[src/rtl/umni_pkg.sv]
// rtl/umni_pkg.sv - shared constants for serializador_7bits; frame length follows SERIALIZADOR_PARIDADE_EN
package umni_pkg;

    localparam int LARGURA_DADO     = 7;
    localparam int LARGURA_CONTADOR = 8;
    localparam int LARGURA_INDICE   = 3;

    // FSM encoding kept as plain constants so older blocks can share it
    localparam logic [2:0] OCIOSO   = 3'd0;
    localparam logic [2:0] INICIO   = 3'd1;
    localparam logic [2:0] DADOS    = 3'd2;
    localparam logic [2:0] PARIDADE = 3'd3;
    localparam logic [2:0] PARADA   = 3'd4;

`ifdef SERIALIZADOR_PARIDADE_EN
    localparam int BITS_QUADRO = 10;
`else
    localparam int BITS_QUADRO = 9;
`endif

    // Even parity bit: XOR of all data bits
    function automatic logic paridade_par(input logic [LARGURA_DADO-1:0] dado);
        return ^dado;
    endfunction

endpackage

[src/rtl/serializador_7bits_if.sv]
// rtl/serializador_7bits_if.sv - parallel load handshake and serial line bundle
interface serializador_7bits_if;
    import umni_pkg::*;

    logic [LARGURA_DADO-1:0] entrada;
    logic                    carrega;
    logic                    pronto;
    logic                    saida_serial;
    logic                    ocupado;
    logic                    fim;

    modport master (
        output entrada, carrega,
        input  pronto, saida_serial, ocupado, fim
    );

    modport slave (
        input  entrada, carrega,
        output pronto, saida_serial, ocupado, fim
    );

endinterface

[src/rtl/serializador_7bits_gerador_tick_bit.sv]
// rtl/serializador_7bits_gerador_tick_bit.sv - bit-period counter, tick on the last cycle of each bit
module gerador_tick_bit
    import umni_pkg::*;
#(
    parameter int CICLOS_POR_BIT = 4
) (
    input  logic clk,
    input  logic rst_n,
    input  logic limpa,
    output logic tick
);

    logic [LARGURA_CONTADOR-1:0] contador;

    assign tick = (contador == LARGURA_CONTADOR'(CICLOS_POR_BIT - 1));

    // Count cycles within a bit; wrap on tick, hold at zero while cleared
    always_ff @(posedge clk or negedge rst_n) begin
        if (!rst_n) begin
            contador <= '0;
        end else if (limpa || tick) begin
            contador <= '0;
        end else begin
            contador <= contador + 1'b1;
        end
    end

endmodule

[src/rtl/serializador_7bits.sv]
// rtl/serializador_7bits.sv - 7-bit LSB-first serializer, optional parity bit via SERIALIZADOR_PARIDADE_EN
module serializador_7bits
    import umni_pkg::*;
#(
    parameter int CICLOS_POR_BIT = 4
) (
    input  logic                 clk,
    input  logic                 rst_n,
    serializador_7bits_if.slave  bus
);

    logic [2:0]                estado;
    logic [LARGURA_DADO-1:0]   palavra;
    logic [LARGURA_INDICE-1:0] indice;
    logic [LARGURA_INDICE-1:0] prox_indice;
    logic                      armado;
    logic                      tick;
    logic                      aceita;
    logic                      saida_q;
    logic                      pronto_q;
    logic                      ocupado_q;
    logic                      fim_q;

    // The counter idles at zero in OCIOSO so every frame state starts a full bit period
    gerador_tick_bit #(
        .CICLOS_POR_BIT(CICLOS_POR_BIT)
    ) u_tick (
        .clk   (clk),
        .rst_n (rst_n),
        .limpa (estado == OCIOSO),
        .tick  (tick)
    );

    assign prox_indice = indice + 1'b1;
    // armado blocks acceptance on the first edge after reset release
    assign aceita      = bus.carrega && (estado == OCIOSO) && armado;

    assign bus.saida_serial = saida_q;
    assign bus.pronto       = pronto_q;
    assign bus.ocupado      = ocupado_q;
    assign bus.fim          = fim_q;

    // Frame FSM; outputs are registered with the value of the state being entered
    always_ff @(posedge clk or negedge rst_n) begin
        if (!rst_n) begin
            estado    <= OCIOSO;
            palavra   <= '0;
            indice    <= '0;
            armado    <= 1'b0;
            saida_q   <= 1'b1;
            pronto_q  <= 1'b1;
            ocupado_q <= 1'b0;
            fim_q     <= 1'b0;
        end else begin
            armado <= 1'b1;
            fim_q  <= 1'b0;
            case (estado)
                OCIOSO: begin
                    if (aceita) begin
                        estado    <= INICIO;
                        palavra   <= bus.entrada;
                        indice    <= '0;
                        saida_q   <= 1'b0;
                        pronto_q  <= 1'b0;
                        ocupado_q <= 1'b1;
                    end
                end
                INICIO: begin
                    if (tick) begin
                        estado  <= DADOS;
                        indice  <= '0;
                        saida_q <= palavra[0];
                    end
                end
                DADOS: begin
                    if (tick) begin
                        if (indice == LARGURA_INDICE'(LARGURA_DADO - 1)) begin
                            indice  <= '0;
`ifdef SERIALIZADOR_PARIDADE_EN
                            estado  <= PARIDADE;
                            saida_q <= paridade_par(palavra);
`else
                            estado  <= PARADA;
                            saida_q <= 1'b1;
`endif
                        end else begin
                            indice  <= prox_indice;
                            saida_q <= palavra[prox_indice];
                        end
                    end
                end
`ifdef SERIALIZADOR_PARIDADE_EN
                PARIDADE: begin
                    if (tick) begin
                        estado  <= PARADA;
                        indice  <= '0;
                        saida_q <= 1'b1;
                    end
                end
`endif
                PARADA: begin
                    if (tick) begin
                        estado    <= OCIOSO;
                        indice    <= '0;
                        saida_q   <= 1'b1;
                        pronto_q  <= 1'b1;
                        ocupado_q <= 1'b0;
                        fim_q     <= 1'b1;
                    end
                end
                default: begin
                    estado    <= OCIOSO;
                    indice    <= '0;
                    saida_q   <= 1'b1;
                    pronto_q  <= 1'b1;
                    ocupado_q <= 1'b0;
                end
            endcase
        end
    end

endmodule

[src/flat_wrapper.sv]
// flat-port wrapper written by rule: the top's interface ports become plain ports
module serializador_7bits_flat import umni_pkg::*;
#(
    parameter int CICLOS_POR_BIT = 4
)
  (clk, rst_n, bus_entrada, bus_carrega, bus_pronto, bus_saida_serial, bus_ocupado, bus_fim);
  serializador_7bits_if bus_i ();
  input  logic clk;
  input  logic rst_n;
  input wire logic [$bits(bus_i.entrada)-1:0] bus_entrada;
  input wire logic [$bits(bus_i.carrega)-1:0] bus_carrega;
  output wire logic [$bits(bus_i.pronto)-1:0] bus_pronto;
  output wire logic [$bits(bus_i.saida_serial)-1:0] bus_saida_serial;
  output wire logic [$bits(bus_i.ocupado)-1:0] bus_ocupado;
  output wire logic [$bits(bus_i.fim)-1:0] bus_fim;
  assign bus_i.entrada = bus_entrada;
  assign bus_i.carrega = bus_carrega;
  assign bus_pronto = bus_i.pronto;
  assign bus_saida_serial = bus_i.saida_serial;
  assign bus_ocupado = bus_i.ocupado;
  assign bus_fim = bus_i.fim;
  serializador_7bits #(.CICLOS_POR_BIT(CICLOS_POR_BIT)) u_core (.clk(clk), .rst_n(rst_n), .bus(bus_i));
endmodule
[config.mk]
export PLATFORM = sky130hd
export DESIGN_NAME = serializador_7bits_flat
export DESIGN_NICKNAME = d
export VERILOG_FILES = /design/src/rtl/umni_pkg.sv /design/src/rtl/serializador_7bits_if.sv /design/src/rtl/serializador_7bits_gerador_tick_bit.sv /design/src/rtl/serializador_7bits.sv /design/src/flat_wrapper.sv
export SDC_FILE = /design/constraint.sdc
export NUM_CORES = 1
export LEC_CHECK = 0
export CORE_MARGIN = 2
export CORE_UTILIZATION = 45
export CTS_CLUSTER_SIZE = 40
export DETAILED_ROUTE_END_ITERATION = 10
export PLACE_DENSITY = 0.72
export SYNTH_ARGS = -nofsm -noshare
export SYNTH_HDL_FRONTEND = slang
export SYNTH_SLANG_ARGS = --single-unit
[constraint.sdc]
create_clock -name clk -period 1.7 [get_ports clk]
set_input_delay 0.17 -clock clk [delete_from_list [all_inputs] [get_ports clk]]
set_output_delay 0.17 -clock clk [all_outputs]
set_load 0.02 [all_outputs]
# Word level (Yosys, flattened, before mapping)
# Index checks and enable logic that the tools add are counted.
# classes
addsub,2
mux,25
bitwise,1
n_reduce_logical,11
n_eq_ne,11
n_lt_le_gt_ge,1
# ops
cell,count
3-bit two-way mux,8
3-bit case mux with 4 select lines,1
1-bit two-way mux,10
3-bit case mux with 3 select lines,1
"8-bit by 1-bit adder with 8-bit output, second input constant",1
"8-bit by 2-bit equality test with 1-bit output, second input constant",1
8-bit two-way mux,1
"3-bit equality test, second input constant",2
"2-bit by 1-bit != test with 1-bit output, second input constant",3
"2-bit != test, second input constant",3
1-bit case mux with 3 select lines,2
3-bit AND reduction,2
5-bit AND reduction,1
"3-bit by 4-bit < comparator with 1-bit output, second input constant",1
1-bit case mux with 4 select lines,1
4-bit AND reduction,1
2-bit OR reduction,2
"3-bit by 1-bit adder with 3-bit output, second input constant",1
1-bit binary-select mux with 3-bit select,1
"3-bit by 1-bit equality test with 1-bit output, second input constant",1
"3-bit by 2-bit equality test with 1-bit output, second input constant",1
3-bit zero test,1
1-bit logical AND,2
2-bit AND reduction,1
other kinds (2),2
# totals
regBits,26

# Logic depth before layout (Yosys ltp)
# Gate-level depths: netlist of run 1.
# logic_depth
depth_word,6
ltp_mapped,7
mapped_depth_nobuf,7

# Hierarchy
# Synthesis of run 1 repeated with hierarchy kept, for this count alone.
# unflattened
hier_cells,122
hier_area_um2,1348.8
# by_module_without_submodules
mod,n_inst,cells_each,area_per_inst_um2
serializador_7bits,1,83,940.9
gerador_tick_bit,1,39,407.9

# Worst setup path after synthesis of run 1
# Ideal clock, no wire load.
# synth_path
path_type,reg-to-reg
startpoint,register u_core.u_tick.contador[0]
endpoint,register u_core.indice[2]
stages_incl_launch_ff,7
synth_period_minus_slack_ps,1827
arrival_time_ps,1692
setup_time_ps,134
slack_ps,-127
required_ps,1566
n_path_buf,0
path_cell_list,dfrtp_1 > ha_1 > or4b_4 > o311ai_4 > o21ai_2 > o21ai_0 > o21ai_0
# synth_via
elab_chain_cells,3
# synth_rtl
item,line,rtl
start: declaration,serializador_7bits_gerador_tick_bit.sv:13,logic [LARGURA_CONTADOR-1:0] contador;
start signal: assignment,serializador_7bits_gerador_tick_bit.sv:24,contador <= contador + 1'b1;
8-bit by 2-bit equality test with 1-bit output (*),serializador_7bits_gerador_tick_bit.sv:15,assign tick = (contador == LARGURA_CONTADOR'(CICLOS_POR_BIT - 1));
2-bit by 1-bit != test with 1-bit output (no line) / 2-bit != test (equally long branches),-,
3-bit AND reduction (no line) (*),-,
end signal: assignment,serializador_7bits.sv:87,indice <= prox_indice;
end: declaration,serializador_7bits.sv:14,logic [LARGURA_INDICE-1:0] indice;
# Every way passes the cells marked *; elsewhere a longest branch is shown, timed or not.
# A chain may end at the register's enable or synchronous reset.

# Worst setup path in the final report of run 1
# layout_path
startpoint,register u_core.u_tick.contador[0]
endpoint,"register u_core.ocupado_q, in the netlist u_core.bus.ocupado"
# layout_via
elab_chain_cells,3
# layout_rtl
item,line,rtl
8-bit by 2-bit equality test with 1-bit output,serializador_7bits_gerador_tick_bit.sv:15,
2-bit != test (no line),-,
3-bit AND reduction (no line),-,
end signal: assignment,serializador_7bits.sv:52,ocupado_q <= 1'b0;
end signal: assignment,serializador_7bits.sv:65,ocupado_q <= 1'b1;
end signal: assignment,serializador_7bits.sv:107,ocupado_q <= 1'b0;
end: declaration,serializador_7bits.sv:21,logic ocupado_q;
# No other way between the ends.

==> flow_summary.yaml, run 1 <==
status:
  outcome: "complete, but fails checks"
  violations: "negative setup slack"
worst_setup_path:
  worstPathMaxFanout: 4
  cp.arrival_ps: 1980
  start_kind: "register"
  reg2reg_depth: 6
  r2r-end: "u_core.bus.ocupado$_DFFE_PN0P_"
  r2r_start: "u_core.u_tick.contador[0]$_DFF_PN0_"
  end_kind: "register"
  startpoint: "u_core.u_tick.contador[0]$_DFF_PN0_"
  cp-endpoint: "u_core.bus.ocupado$_DFFE_PN0P_"
  crit_required_ps: 1910
  critPathKind: "register to register"
  reg2reg_slack_ps: -70
sta:
  rsz0062_at_grt: "true"
  post-route-min-period_ps: 1770
  finClkSkew_ps: 7.74
  hold_viol: 0
  setup_viol: 9
  period_share_pct: 104
  fmax_mhz: 566
  worst_slack_ps: -66.3
  drv_slew: 0
route:
  drt-vias-per-instance: 5.31
  met1_length_mm: 1.14
  dr_wl_met2_mm: 1.16
  routed_wl_mm: 2.40
  route.met3.wl_um: 76
  dr.pass1.iters: 4
  dr.max_layer_used: "met4"
  ant_nets: 0
  post-route-drc-count: 0
  vias: 940
  drtIter0Drc: 8
  post_drt_wl_per_cell_um: 13.6
cts:
  cts-root-buf: "clkbuf_4"
  clock_sinks: 26
  clk_pin_slew_worst_paths_ps: 140
  clock_latency_ps: 310
  cts_tree: "done"
  htreeDepth: 1
  numCtsBuffers: 3
  clockBufferDepth: 2
placed_design:
  placed_area_sq_um: 1550
  gp_congestion: 0.815
  dp_hpwl_mm: 1.76
  dp.cells: 172
  io_buffers: 13
finish:
  nets: 161
  stdcell_count: 177
  multi_input_area_sq_um: 641
  final_core_util_pct: 59.3
  antenna_cells: 0
  area_growth_pct: 26.2
  n_fill_cell: 220
  drive_gt1_share_pct: 28.1
  fin_area_sq_um: 1620
  regArea_sq_um: 653
synth:
  synthDistinctLibCells: 37
  synth_seq_area_share_pct: 50.9
  netlist_instances: 118
  yosysWarnings: 0
  synth_seq_cells: 26
  synth_edf_count: 0
  syn_avg_cell_area_sq_um: 10.9
  synthesis.nets: 131
  syn_area_sq_um: 1280
  ys.flop_type: "dfrtp_1"
  async_reset_ff_share_pct: 100
min_path:
  hold_path_class: "primary input to asynchronous set/reset pin"
die:
  dieHeight_um: 57.4
  dieWidth_um: 57.4
  die_area_sq_um: 3300
  initial_core_util_pct: 47.0
  rows: 19
  core_area_sq_um: 2730
  io_pins: 14
power_and_ir_drop:
  peakVddDrop_mv: 0.884
  p_leak_nw: 0.733
  cellPowerDensity_nw_per_um2: 1330
grt:
  grt_max_degree: 27
  grt_antenna_before_repair: 0
  grt_pass1_wl_mm: 4.16
  gr-total-overflow: 0
  track_usage_pct: 16.0
  grt_pass1_vias: 926
run:
  maxCapViolations: 0
## critical path, cell delays in order, from the launching register on
cell and delay, ps:
dfrtp_1 380, ha_2 180, or4b_4 510, nor2_4 200, o21a_1 150, o22ai_2 80, a21o_1 180
## routing by layer
layer,global-route usage [%],vias to the layer above
met3,2.49,2
met2,26.0,13
li1,-,472
met5,0,-
met4,4.98,0
met1,22.2,453
## state kept, by name, indices dropped and copies added (netlist names)
name / cells
u_core.armado: 1
u_core.bus.ocupado: 1
u_core.u_tick.contador: 8
u_core.bus.saida_serial: 1
u_core.bus.fim: 1
u_core.indice: 3
u_core.estado: 3
u_core.bus.pronto: 1
u_core.palavra: 7
## cells by family (layout without fill, tap and decap cells)
logic type	Yosys count	after routing	synth area share [%]
AOI/OAI and AO/OA	18	18	10.4
xor gates and xnor gates	6	6	4.09
adders and majority gates	3	3	2.92
buffers and inverters	8	36	2.44
DFF	26	26	50.9
muxes	10	10	9.45
other	1	1	0.292
and+or+nand+nor	46	46	19.5
## power by group
group | leakage, nW | switching (mW) | total (mW) | internal (mW)
logic | 0.389 | 0.441 | 0.936 | 0.495
registers | 0.330 | 0.155 | 0.961 | 0.807
clock network | 0.0138 | 0.171 | 0.254 | 0.0828
total | 0.733 | 0.766 | 2.15 | 1.38
## cells in the final DEF, fill, tap and decap left out, types with 2 or more instances in the layout
| cell | netlist | final |
|---|---|---|
| a21oi_1 | 5 | 3 |
| a21o_1 | 3 | 3 |
| ha_1 | 3 | 2 |
| buf_4 | 0 | 14 |
| nor3_1 | 4 | 4 |
| clkbuf_4 | 0 | 3 |
| nand2_1 | 7 | 7 |
| inv_1 | 5 | 5 |
| a21oi_2 | 0 | 2 |
| and3_1 | 3 | 3 |
| nand3b_1 | 2 | 2 |
| or3_1 | 2 | 2 |
| nor2_1 | 13 | 12 |
| nand3_1 | 5 | 5 |
| dfstp_2 | 2 | 2 |
| nor2_4 | 0 | 2 |
| dfrtp_1 | 24 | 24 |
| mux2_2 | 7 | 7 |
| xnor2_1 | 3 | 3 |
| o21ai_1 | 0 | 2 |
| xor2_1 | 3 | 3 |
| clkdlybuf4s50_1 | 0 | 13 |
| mux2i_1 | 2 | 2 |
| nor3b_1 | 3 | 3 |
## cell usage after synthesis (all sizes together) (4+ instances only)
library cell   n  area, sq um
dfrtp         24          601
nor2          14         55.1
mux2           7         78.8
nand2          7         26.3
a21oi          5         25.0
inv            5         18.8
nand3          5         25.0
and3           4         26.3
nor3           4         20.0
o21ai          4         23.8
## timing repair
action                                 in CTS  in global routing
cloned                                      0                  0
hold buffers                                0                  0
gates resized for setup                     1                  6
setup endpoints to repair                   5                 16
endpoints found under the hold margin       0                  0
setup buffers                               0                  2
pin swaps                                   1                  7
## how the worst min path moves through the flow
stage                                                     end  slack, ps  depth (start not counted)
after floorplan                       u_core.armado$_DFF_PN0_       -130                          0
after global placement          u_core.bus.pronto$_DFFE_PN1P_        450                          2
after detailed placement  u_core.bus.saida_serial$_DFFE_PN1P_        460                          2
after CTS                       u_core.palavra[1]$_DFFE_PN0P_        200                          2
after global routing            u_core.palavra[1]$_DFFE_PN0P_        220                          2
final                           u_core.palavra[1]$_DFFE_PN0P_        200                          2
## metrics by stage
stage	TNS, ps	hold slack [ps]	worst slack, ps	total power [mW]
2_1_floorplan	-76.0	-126	-39.9	1.54
3_3_place_gp	-14.0	449	-14.0	1.80
3_5_place_dp	-144	462	-53.6	1.84
4_1_cts	-189	202	-63.6	2.10
5_1_grt	-1370	218	-150	2.29
6_report	-247	201	-66.3	2.15
## cell type report
class,count,area share [%]
flip-flops and latches,26,40.3
inverters,5,1.16
repair buffers,28,15.2
multi-input cells,84,39.5
clock buffers,3,1.39
well taps,31,2.39
No activity file was read; power rests on OpenSTA's default activity.
==> run 2, diff against run 1 <==
--- a/config.mk
+++ b/config.mk
@@ -5,11 +5,13 @@
 export SDC_FILE = /design/constraint.sdc
 export NUM_CORES = 1
 export LEC_CHECK = 0
+export CELL_PAD_IN_SITES_DETAIL_PLACEMENT = 1
+export CELL_PAD_IN_SITES_GLOBAL_PLACEMENT = 1
 export CORE_MARGIN = 2
-export CORE_UTILIZATION = 45
+export CORE_UTILIZATION = 39
 export CTS_CLUSTER_SIZE = 40
 export DETAILED_ROUTE_END_ITERATION = 10
-export PLACE_DENSITY = 0.72
+export PLACE_DENSITY = 0.78
 export SYNTH_ARGS = -nofsm -noshare
 export SYNTH_HDL_FRONTEND = slang
 export SYNTH_SLANG_ARGS = --single-unit
==> run 2 against run 1 <==
The flow still finishes with violations (negative setup slack). Setup slack lost 82 ps. Routed wire length up 19%. Design area increased by 2.5%. Clock power increased by 22%. Via count rose by 4.7%. Fmax shrank 4.4%. Die area up 14%. First-iteration DRC count rose to 4.3 times the previous value.
==> flow_summary.yaml, run 2 (same netlist as run 1, synthesis figures left out) <==
route:
  routed_wl_mm: 2.87
  post-route-drc-count: 0
  drt-vias-per-instance: 5.18
  drtIter0Drc: 34
  post_drt_wl_per_cell_um: 15.1
  vias: 984
  dr.pass1.iters: 3
  ant_nets: 0
sta:
  setup_viol: 8
  worst_slack_ps: -148
  period_share_pct: 109
  hold_viol: 0
  fmax_mhz: 541
  drv_slew: 0
  finClkSkew_ps: 3.18
  post-route-min-period_ps: 1850
  rsz0062_at_grt: "true"
worst_setup_path:
  reg2reg_slack_ps: -150
  crit_required_ps: 1910
  cp.arrival_ps: 2050
  end_kind: "register"
  critPathKind: "register to register"
  start_kind: "register"
  r2r_start: "u_core.u_tick.contador[1]$_DFF_PN0_"
  worstPathMaxFanout: 7
  r2r-end: "u_core.indice[2]$_DFFE_PN0P_"
  reg2reg_depth: 6
die:
  dieHeight_um: 61.4
  io_pins: 14
  dieWidth_um: 61.4
  core_area_sq_um: 3100
  die_area_sq_um: 3770
  initial_core_util_pct: 41.4
  rows: 20
grt:
  grt_pass1_vias: 1078
  gr-total-overflow: 0
  grt_max_degree: 27
  grt_antenna_before_repair: 0
  grt_pass1_wl_mm: 4.97
  track_usage_pct: 18.3
placed_design:
  io_buffers: 13
  dp_hpwl_mm: 2.24
  place_ws_ps: -158
  gp_congestion: 0.794
  placed_area_sq_um: 1570
finish:
  largest_reg_flops: 8
  mostFrequentLayoutCell: "dfrtp_1"
  regArea_sq_um: 653
  multi_input_area_sq_um: 661
  fin_area_sq_um: 1660
  area_growth_pct: 29.4
  antenna_cells: 0
  layout_common_cells: "dfrtp_1 (24), buf_4 (14), nor2_1 (12), clkdlybuf4s50_1 (12)"
  top_regs: "u_core.u_tick.contador x8, u_core.palavra x7"
  top_register: "u_core.u_tick.contador"
  final_core_util_pct: 53.5
  drive_gt1_share_pct: 30.8
  n_fill_cell: 350
  nets: 160
status:
  outcome: "complete, but fails checks"
  violations: "negative setup slack"
power_and_ir_drop:
  fin_total_pwr_mw: 2.26
  combPwrFrac_pct: 43.2
  p_int_mw: 1.45
  switchingPower_uw: 813
  p_leak_nw: 0.748
  power_frac_seq_pct: 43.1
  power.share.clock_pct: 13.7
  swShare_pct: 36.0
  peakVddDrop_mv: 0.634
  cellPowerDensity_nw_per_um2: 1360
cts:
  cts_tree: "done"
  clk_pin_slew_worst_paths_ps: 140
  clock_sinks: 26
  cts-root-buf: "clkbuf_4"
  htreeDepth: 1
  numCtsBuffers: 3
  clockBufferDepth: 2
  cts_hold_buf: 0
  clock_latency_ps: 310
min_path:
  hold_path_class: "primary input to asynchronous set/reset pin"
run:
  maxCapViolations: 0
run 2: layout make-up:
class                   count  area share, %
well taps                  44           3.31
multi-input cells          84           39.8
inverters                   5           1.13
repair buffers             27           14.3
clock buffers               4           2.18
flip-flops and latches     26           39.3
run 2: timing repair:
item / 4_1_cts / 5_1_grt
pin swaps: 5 / 4
hold endpoints to repair: 0 / 0
resized for setup: 7 / 5
buffers inserted: 0 / 1
endpoints found under the setup margin: 14 / 18
run 2: worst max-delay path, stage by stage, from the launching register on:
cell and delay, ps:
dfrtp_1 390, ha_2 190, or4b_4 510, o311ai_4 270, o21ai_4 140, o21ai_1 150, o21ai_1 100
run 2: routing by layer:
metal	track usage [%]	up-vias	share of wire (%)	wire (um)
li1	-	471	-	-
met1	24.2	495	44	1280
met2	30.2	14	52	1480
met3	2.73	4	2.6	76
met4	6.99	0	1.2	34
met5	0	-	0	0
run 2: metrics by stage:
stage | TNS, ps | instances | hold WS [ps]
6_report | -709 | 190 | 204
2_1_floorplan | -76.0 | 118 | -126
4_1_cts | -776 | 189 | 206
3_3_place_gp | -19.6 | 185 | 468
3_5_place_dp | -520 | 185 | 478
5_1_grt | -1450 | 190 | 203
run 2: how the worst max path moves through the flow:
stage | depth (start not counted) | to | start
2_1_floorplan | 6 | u_core.indice[2]$_DFFE_PN0P_ | u_core.u_tick.contador[0]$_DFF_PN0_
3_3_place_gp | 6 | u_core.indice[2]$_DFFE_PN0P_ | u_core.u_tick.contador[1]$_DFF_PN0_
3_5_place_dp | 6 | u_core.indice[2]$_DFFE_PN0P_ | u_core.u_tick.contador[1]$_DFF_PN0_
4_1_cts | 6 | u_core.indice[2]$_DFFE_PN0P_ | u_core.u_tick.contador[1]$_DFF_PN0_
5_1_grt | 6 | u_core.indice[2]$_DFFE_PN0P_ | u_core.u_tick.contador[0]$_DFF_PN0_
6_report | 6 | u_core.indice[2]$_DFFE_PN0P_ | u_core.u_tick.contador[1]$_DFF_PN0_
run 2: power by group through the flow:
stage	clock, mW	combinational [mW]	sequential (mW)
floorplan	0	0.591	0.948
global placement	0	0.868	0.957
detailed placement	0	0.907	0.980
CTS	0.328	0.954	0.968
global route	0.359	1.08	1.00
finish	0.310	0.977	0.973
==> run 3, diff against run 2 <==
--- a/config.mk
+++ b/config.mk
@@ -12,6 +12,7 @@
 export CTS_CLUSTER_SIZE = 40
 export DETAILED_ROUTE_END_ITERATION = 10
 export PLACE_DENSITY = 0.78
+export SLEW_MARGIN = 10
 export SYNTH_ARGS = -nofsm -noshare
 export SYNTH_HDL_FRONTEND = slang
 export SYNTH_SLANG_ARGS = --single-unit
==> results of run 3 <==
No change in the layout: final DEF, timing and power equal those of run 2.
